## config.mk

```make
export PLATFORM = sky130hd
export DESIGN_NAME = sobel_edge_post
export DESIGN_NICKNAME = d
export VERILOG_FILES = /design/src/rtl/sobel_pkg.sv /design/src/rtl/sync_fifo.sv /design/src/rtl/sobel_edge_post.sv
export SDC_FILE = /design/constraint.sdc
export NUM_CORES = 1
export LEC_CHECK = 0
export ABC_CLOCK_PERIOD_IN_PS = 3100
export CORE_UTILIZATION = 30
export DETAILED_ROUTE_END_ITERATION = 10
export GPL_ROUTABILITY_DRIVEN = 0
export HOLD_SLACK_MARGIN = 0.12
export PLACE_DENSITY_LB_ADDON = 0.2
export SETUP_SLACK_MARGIN = 0.1
export SLEW_MARGIN = 20
export SYNTH_ARGS = -nofsm -noshare
export SYNTH_HDL_FRONTEND = slang
export SYNTH_SLANG_ARGS = --single-unit
```

## constraint.sdc

```tcl
create_clock -name clk -period 3.1 [get_ports clk]
set_clock_uncertainty 0.2 [all_clocks]
set_input_delay 0.62 -clock clk [delete_from_list [all_inputs] [get_ports clk]]
set_output_delay 0.62 -clock clk [all_outputs]
set_load 0.005 [all_outputs]
```

## src/rtl/sobel_pkg.sv

```systemverilog
// Shared Sobel definitions: pixel width/max value and the post-FIFO entry type.
// Used by sobel_top, sobel_edge_post and the benches.
// No logic; types and constants only.
package sobel_pkg;

    localparam int             PIX_W   = 8;
    localparam logic [PIX_W-1:0] PIX_MAX = 8'hFF;

    // One post-processed pixel with its raster markers, as stored in the FIFO.
    typedef struct packed {
        logic             sof;
        logic             eol;
        logic             eof;
        logic [PIX_W-1:0] pix;
    } post_entry_t;

    localparam int POST_ENTRY_W = $bits(post_entry_t);

endpackage

```

## src/rtl/sync_fifo.sv

```systemverilog
// Generic synchronous show-ahead FIFO with an occupancy counter.
// Latency: a write is visible at rd_data the cycle after it is accepted.
// Backpressure: a write is accepted when not full or when a read pops in the same
//   cycle; otherwise it is ignored (caller detects the drop). Ports: clk, rst,
//   wr_en/wr_data, rd_en/rd_data (head), count (occupancy 0..DEPTH).
module sync_fifo #(
    parameter int WIDTH = 11,
    parameter int DEPTH = 4,
    localparam int AW    = (DEPTH > 1) ? $clog2(DEPTH) : 1,
    localparam int CNT_W = $clog2(DEPTH + 1)
) (
    input  logic             clk,
    input  logic             rst,
    input  logic             wr_en,
    input  logic [WIDTH-1:0] wr_data,
    input  logic             rd_en,
    output logic [WIDTH-1:0] rd_data,
    output logic [CNT_W-1:0] count
);

    logic [WIDTH-1:0] mem [DEPTH];
    logic [AW-1:0]    wr_ptr;
    logic [AW-1:0]    rd_ptr;
    logic             empty;
    logic             full;
    logic             rd_fire;
    logic             wr_fire;

    assign empty   = (count == '0);
    assign full    = (count == CNT_W'(DEPTH));
    assign rd_fire = rd_en && !empty;
    // A pop in the same cycle frees the slot, so a full FIFO can still take a write.
    assign wr_fire = wr_en && (!full || rd_fire);
    assign rd_data = mem[rd_ptr];

    always_ff @(posedge clk or posedge rst) begin
        if (rst) begin
            wr_ptr <= '0;
            rd_ptr <= '0;
            count  <= '0;
        end else begin
            if (wr_fire) wr_ptr <= wr_ptr + AW'(1);
            if (rd_fire) rd_ptr <= rd_ptr + AW'(1);
            case ({wr_fire, rd_fire})
                2'b10:   count <= count + CNT_W'(1);
                2'b01:   count <= count - CNT_W'(1);
                default: count <= count;
            endcase
        end
    end

    // Storage needs no reset: nothing is read out unless count says it was written.
    always_ff @(posedge clk) begin
        if (wr_fire) mem[wr_ptr] <= wr_data;
    end

endmodule

```

## src/rtl/sobel_edge_post.sv

```systemverilog
// Sobel post stage: raster tracking, border blanking, per-frame threshold, marker tagging.
// Latency: 2 cycles minimum (stage register, then FIFO write); 1 pixel/cycle sustained.
// Backpressure: pix_ready stalls only the output FIFO; upstream never stalls, a full FIFO
//   drops the pixel and sets sticky overflow. Ports: edge_in/edge_valid in, threshold and
//   binary_mode (latched at pixel (0,0)), pix_out/pix_valid/pix_ready with sof/eol/eof out,
//   overflow, frame_done.
module sobel_edge_post
    import sobel_pkg::*;
#(
    parameter int IMG_WIDTH  = 256,
    parameter int IMG_HEIGHT = 256,
    parameter int FIFO_DEPTH = 4
) (
    input  logic             clk,
    input  logic             rst,
    input  logic [PIX_W-1:0] edge_in,
    input  logic             edge_valid,
    input  logic [PIX_W-1:0] threshold,
    input  logic             binary_mode,
    output logic [PIX_W-1:0] pix_out,
    output logic             pix_valid,
    input  logic             pix_ready,
    output logic             sof,
    output logic             eol,
    output logic             eof,
    output logic             overflow,
    output logic             frame_done
);

    localparam int CW    = $clog2(IMG_WIDTH);
    localparam int RW    = $clog2(IMG_HEIGHT);
    localparam int CNT_W = $clog2(FIFO_DEPTH + 1);

    logic [CW-1:0]    col;
    logic [RW-1:0]    row;
    logic [PIX_W-1:0] thr_lat;
    logic             mode_lat;

    logic             at_origin;
    logic             last_col;
    logic             last_row;
    logic             border;
    logic [PIX_W-1:0] eff_thr;
    logic             eff_mode;
    post_entry_t      new_entry;

    logic             stage_vld;
    post_entry_t      stage_dat;

    logic [POST_ENTRY_W-1:0] fifo_head;
    logic [CNT_W-1:0]        fifo_count;
    logic                    fifo_empty;
    logic                    fifo_full;
    logic                    pop;
    post_entry_t             head;

    assign at_origin = (col == '0) && (row == '0);
    assign last_col  = (col == CW'(IMG_WIDTH - 1));
    assign last_row  = (row == RW'(IMG_HEIGHT - 1));
    assign border    = (row == '0) || last_row || (col == '0) || last_col;

    // The first pixel of a frame already uses the freshly presented settings.
    assign eff_thr  = at_origin ? threshold   : thr_lat;
    assign eff_mode = at_origin ? binary_mode : mode_lat;

    always_comb begin
        new_entry     = '0;
        new_entry.sof = at_origin;
        new_entry.eol = last_col;
        new_entry.eof = last_row && last_col;
        if (!border && (edge_in >= eff_thr)) begin
            new_entry.pix = eff_mode ? PIX_MAX : edge_in;
        end
    end

    // Raster counters advance on every valid input, dropped or not.
    always_ff @(posedge clk or posedge rst) begin
        if (rst) begin
            col      <= '0;
            row      <= '0;
            thr_lat  <= '0;
            mode_lat <= 1'b0;
        end else if (edge_valid) begin
            if (at_origin) begin
                thr_lat  <= threshold;
                mode_lat <= binary_mode;
            end
            if (last_col) begin
                col <= '0;
                row <= last_row ? '0 : row + RW'(1);
            end else begin
                col <= col + CW'(1);
            end
        end
    end

    always_ff @(posedge clk or posedge rst) begin
        if (rst) begin
            stage_vld <= 1'b0;
            stage_dat <= '0;
        end else begin
            stage_vld <= edge_valid;
            if (edge_valid) stage_dat <= new_entry;
        end
    end

    assign fifo_empty = (fifo_count == '0);
    assign fifo_full  = (fifo_count == CNT_W'(FIFO_DEPTH));
    assign pop        = pix_ready && !fifo_empty;

    sync_fifo #(
        .WIDTH (POST_ENTRY_W),
        .DEPTH (FIFO_DEPTH)
    ) u_fifo (
        .clk     (clk),
        .rst     (rst),
        .wr_en   (stage_vld),
        .wr_data (stage_dat),
        .rd_en   (pix_ready),
        .rd_data (fifo_head),
        .count   (fifo_count)
    );

    always_ff @(posedge clk or posedge rst) begin
        if (rst) begin
            overflow <= 1'b0;
        end else if (stage_vld && fifo_full && !pop) begin
            overflow <= 1'b1;
        end
    end

    // Pulses in the cycle the last pixel tries to enter the FIFO, drop or not.
    assign frame_done = stage_vld && stage_dat.eof;

    // Gate the head with valid so stale storage never shows on an empty FIFO.
    assign head      = fifo_empty ? '0 : post_entry_t'(fifo_head);
    assign pix_valid = !fifo_empty;
    assign pix_out   = head.pix;
    assign sof       = head.sof;
    assign eol       = head.eol;
    assign eof       = head.eof;

endmodule

```

==> flow_summary_export.csv <==
group,metric,value,unit
routing,drc,0,
setup_path,reg2reg_from,"row[3]",
logic_synthesis,yosysWarnings,0,
setup_path,worstPathMaxFanout,12,
layout,final_cells,529,
setup_path,cp.arrival,2.07,ns
routing,viasPerCell,4.69,
sta,maxSlewViolCount,0,
cts,clock_path_buffers,2,
cts,htree_levels,3,
floorplan,die_area,14300,µm²
grt,antenna_found_initial,0,
sta,hold_viol,0,
setup_path,path_cells,"mux4_2, and2_1, clkdlybuf4s50_1",
routing,routed_wl,7890,µm
cts,cts_made_buffers,9,
setup_path,slowest_delay,0.71,ns
setup_path,startpoint_type,"flip-flop",
floorplan,initial_core_util,31.0,%
sta,worst_slew_pin_slew,0.686,ns
cts,cts_sinks,89,
layout,final.fill_count,1322,
placed_design,place_inst,511,
grt,grt_pass1_wl,13300,µm
floorplan,core_area,13300,µm²
routing,wl_per_cell,14.9,µm
logic_synthesis,synthFlopType,"dfrtp_1",
placed_design,io_buffers,34,
sta,fin_crit,2.89,ns
floorplan,die_w,119,µm
routing,first_pass_iters,4,
setup_path,end_kind,"output port",
logic_synthesis,syn_nets,334,
setup_path,reg2regPathDepth,9,
flow_run,cap_violations,0,
floorplan,placementRows,42,
sta,relSlewSlack,53.7,%
grt,grt_pass1_vias,2575,
floorplan,ios,35,
setup_path,worstReg2RegEnd,"stage_dat[6]",
layout,nets,387,
sta,rsz0062_at_grt,"no",
min_path,min_path_type,"flip-flop to flip-flop",
layout,drive_above_1_share,19.3,%
setup_path,critical_path.top_delay_family,"flip-flops",
layout,postLayoutCoreUtil,38.7,%
min_path,hold-path-endpoint,"overflow",
setup_path,crit_slowest_cell,"dfrtp_1",
logic_synthesis,ys_seq_area_share,59.2,%
cts,clock_latency,0.34,ns
logic_synthesis,syn_area,4130,µm²
setup_path,r2r_slack,0.23,ns
power,power_density,755,nW/µm²
cts,path_clk_slew,0.07,ns
sta,max_freq,0.346,GHz
layout,multi_input_area,1600,µm²
setup_path,path_class,"flip-flop to output port",
min_path,hold_depth,1,
grt,grt_util_all_layers,12.3,%
cts,hold_buffers,0,
layout,areaGrowthSynthToFinish,24.9,%
setup_path,crit_buf_inv,1,
logic_synthesis,syn_inst,295,
routing,drt_iter0_drc,89,
grt,grt_overflow,0,
floorplan,die_y,119,µm
cts,cts_tree,"done",
placed_design,place_hpwl,5580,µm
power,power.leakage,2.00,nW
setup_path,critPathRequiredTime,2.28,ns
run_status,status,"finished, final reports clean",
routing,vias,2481,
routing,ant_nets,0,
sta,finalCritPeriodShare,93.1,%
logic_synthesis,async_flop_share,50.6,%
power,power.total,3.90,mW
logic_synthesis,ys_types,47,
power,ir_worst_vdd,0.000244,V
min_path,worstHoldStart,"overflow",
layout,antenna_cells,0,
grt,grt_max_degree,33,
logic_synthesis,ys_ff_latch,89,
layout,seq_area,2450,µm²
cts,root_buffer,"clkbuf_16",
logic_synthesis,synth_edf_count,44,
logic_synthesis,syn_area_per_cell,14.0,µm²
sta,finalSetupViolCount,0,
[cell usage after synthesis, types with 2 or more instances]
cell | instances | area share [%]
a211oi_1 | 8 | 1.5
a21o_1 | 3 | 0.54
a21oi_1 | 2 | 0.24
and2_1 | 20 | 3.0
and3_1 | 2 | 0.30
and4_1 | 5 | 1.1
buf_1 | 2 | 0.18
buf_2 | 2 | 0.24
buf_6 | 2 | 0.54
clkbuf_1 | 4 | 0.36
dfrtp_1 | 45 | 27
edfxtp_1 | 44 | 32
ha_1 | 17 | 5.1
inv_1 | 24 | 2.2
mux2_2 | 10 | 2.7
mux2i_1 | 9 | 2.2
mux4_2 | 11 | 6.0
nand2_1 | 14 | 1.3
nand3_1 | 6 | 0.73
nand4_1 | 5 | 0.76
nor2_1 | 6 | 0.54
o21ai_0 | 8 | 0.97
o31ai_1 | 2 | 0.36
o32ai_1 | 8 | 1.7
xnor2_1 | 10 | 2.1
xor2_1 | 5 | 1.1
[metrics by stage]
step	area (µm²)	setup WS [ns]	hold WS [ns]	TNS (ns)
after floorplan	4150	0.103	0.247	0
after global placement	4770	0.0737	0.240	0
after detailed placement	4770	-0.0114	0.244	-0.0439
after CTS	5080	0.122	0.260	0
after global routing	5160	0.108	0.306	0
final	5160	0.213	0.255	0
[worst reg2reg max path, stage by stage, from the launching register on]
cell,delay (ns)
dfrtp_1,0.38
nor3_1,0.41
and4_4,0.34
mux2_4,0.31
ha_1,0.27
nand2b_4,0.15
a2111oi_4,0.28
o31a_1,0.19
buf_6,0.14
o32ai_1,0.08
[cell families after synthesis]
family | after synthesis | synth area share [%]
AO/OA/AOI/OAI | 40 | 7.02
XOR/XNOR | 15 | 3.18
adder cells (fa/ha/maj) | 18 | 5.63
buffers and inverters | 35 | 4.00
flip-flops | 89 | 59.2
multiplexers | 30 | 10.9
AND/OR/NAND/NOR | 68 | 10.1
[layout make-up]
cell class	count	area share, %
repair buffers	53	9.81
inverters	24	1.74
well taps	176	4.26
clock inverters	6	1.41
clock buffers	10	4.43
multi-input cells	171	30.9
flip-flops and latches	89	47.4
[how the worst max path moves through the flow]
stage,from,to,cells past startpoint
after floorplan,row[0],stage_dat[0],12
after global placement,row[1],stage_dat[0],10
after detailed placement,row[1],stage_dat[3],11
after CTS,row[1],stage_dat[3],12
after global routing,row[0],stage_dat[2],12
final,u_fifo.rd_ptr[1],pix_out[3],3
[cell usage in the layout (no fill, tap or decap), types with 8 or more instances in the layout]
cell type | synthesis | layout
ha_1 | 17 | 16
dfrtp_1 | 45 | 45
clkdlybuf4s50_1 | 0 | 34
mux2_2 | 10 | 9
inv_1 | 24 | 23
o21ai_0 | 8 | 8
and2_1 | 20 | 20
mux2i_1 | 9 | 9
a211oi_1 | 8 | 8
nand2_1 | 14 | 14
edfxtp_1 | 44 | 44
clkbuf_16 | 0 | 9
xnor2_1 | 10 | 10
mux4_2 | 11 | 11
buf_4 | 0 | 15
[sequential cells by signal, summed over array words and instances, names as in the netlist]
signal,flops
u_fifo.count,3
overflow,1
col,8
u_fifo.rd_ptr,2
u_fifo.wr_ptr,2
thr_lat,8
u_fifo.mem,44
mode_lat,1
stage_dat,11
stage_vld,1
row,8
[report_power, final]
part           switching [mW]  internal (mW)  leakage, nW
clock                   0.469          0.635        0.144
combinational           0.478          0.664        0.867
sequential              0.153           1.50        0.993
total                    1.10           2.80         2.00
[layer usage]
metal  part of all wire (%)  vias up  track usage (%)
met4                    1.6        0             5.86
met2                     46       42             19.3
li1                       -     1200                -
met1                     50     1229             16.5
met3                    2.3       10             2.01
met5                      0        -                0
[timing repair]
| item | 4_1_cts | 5_1_grt |
|---|---|---|
| resized for setup | 1 | 13 |
| endpoints found under the setup margin | 8 | 11 |
| pin swaps | 0 | 4 |
| hold endpoints to repair | 0 | 0 |
| buffers inserted | 1 | 1 |
No activity file was read; power rests on OpenSTA's default activity.
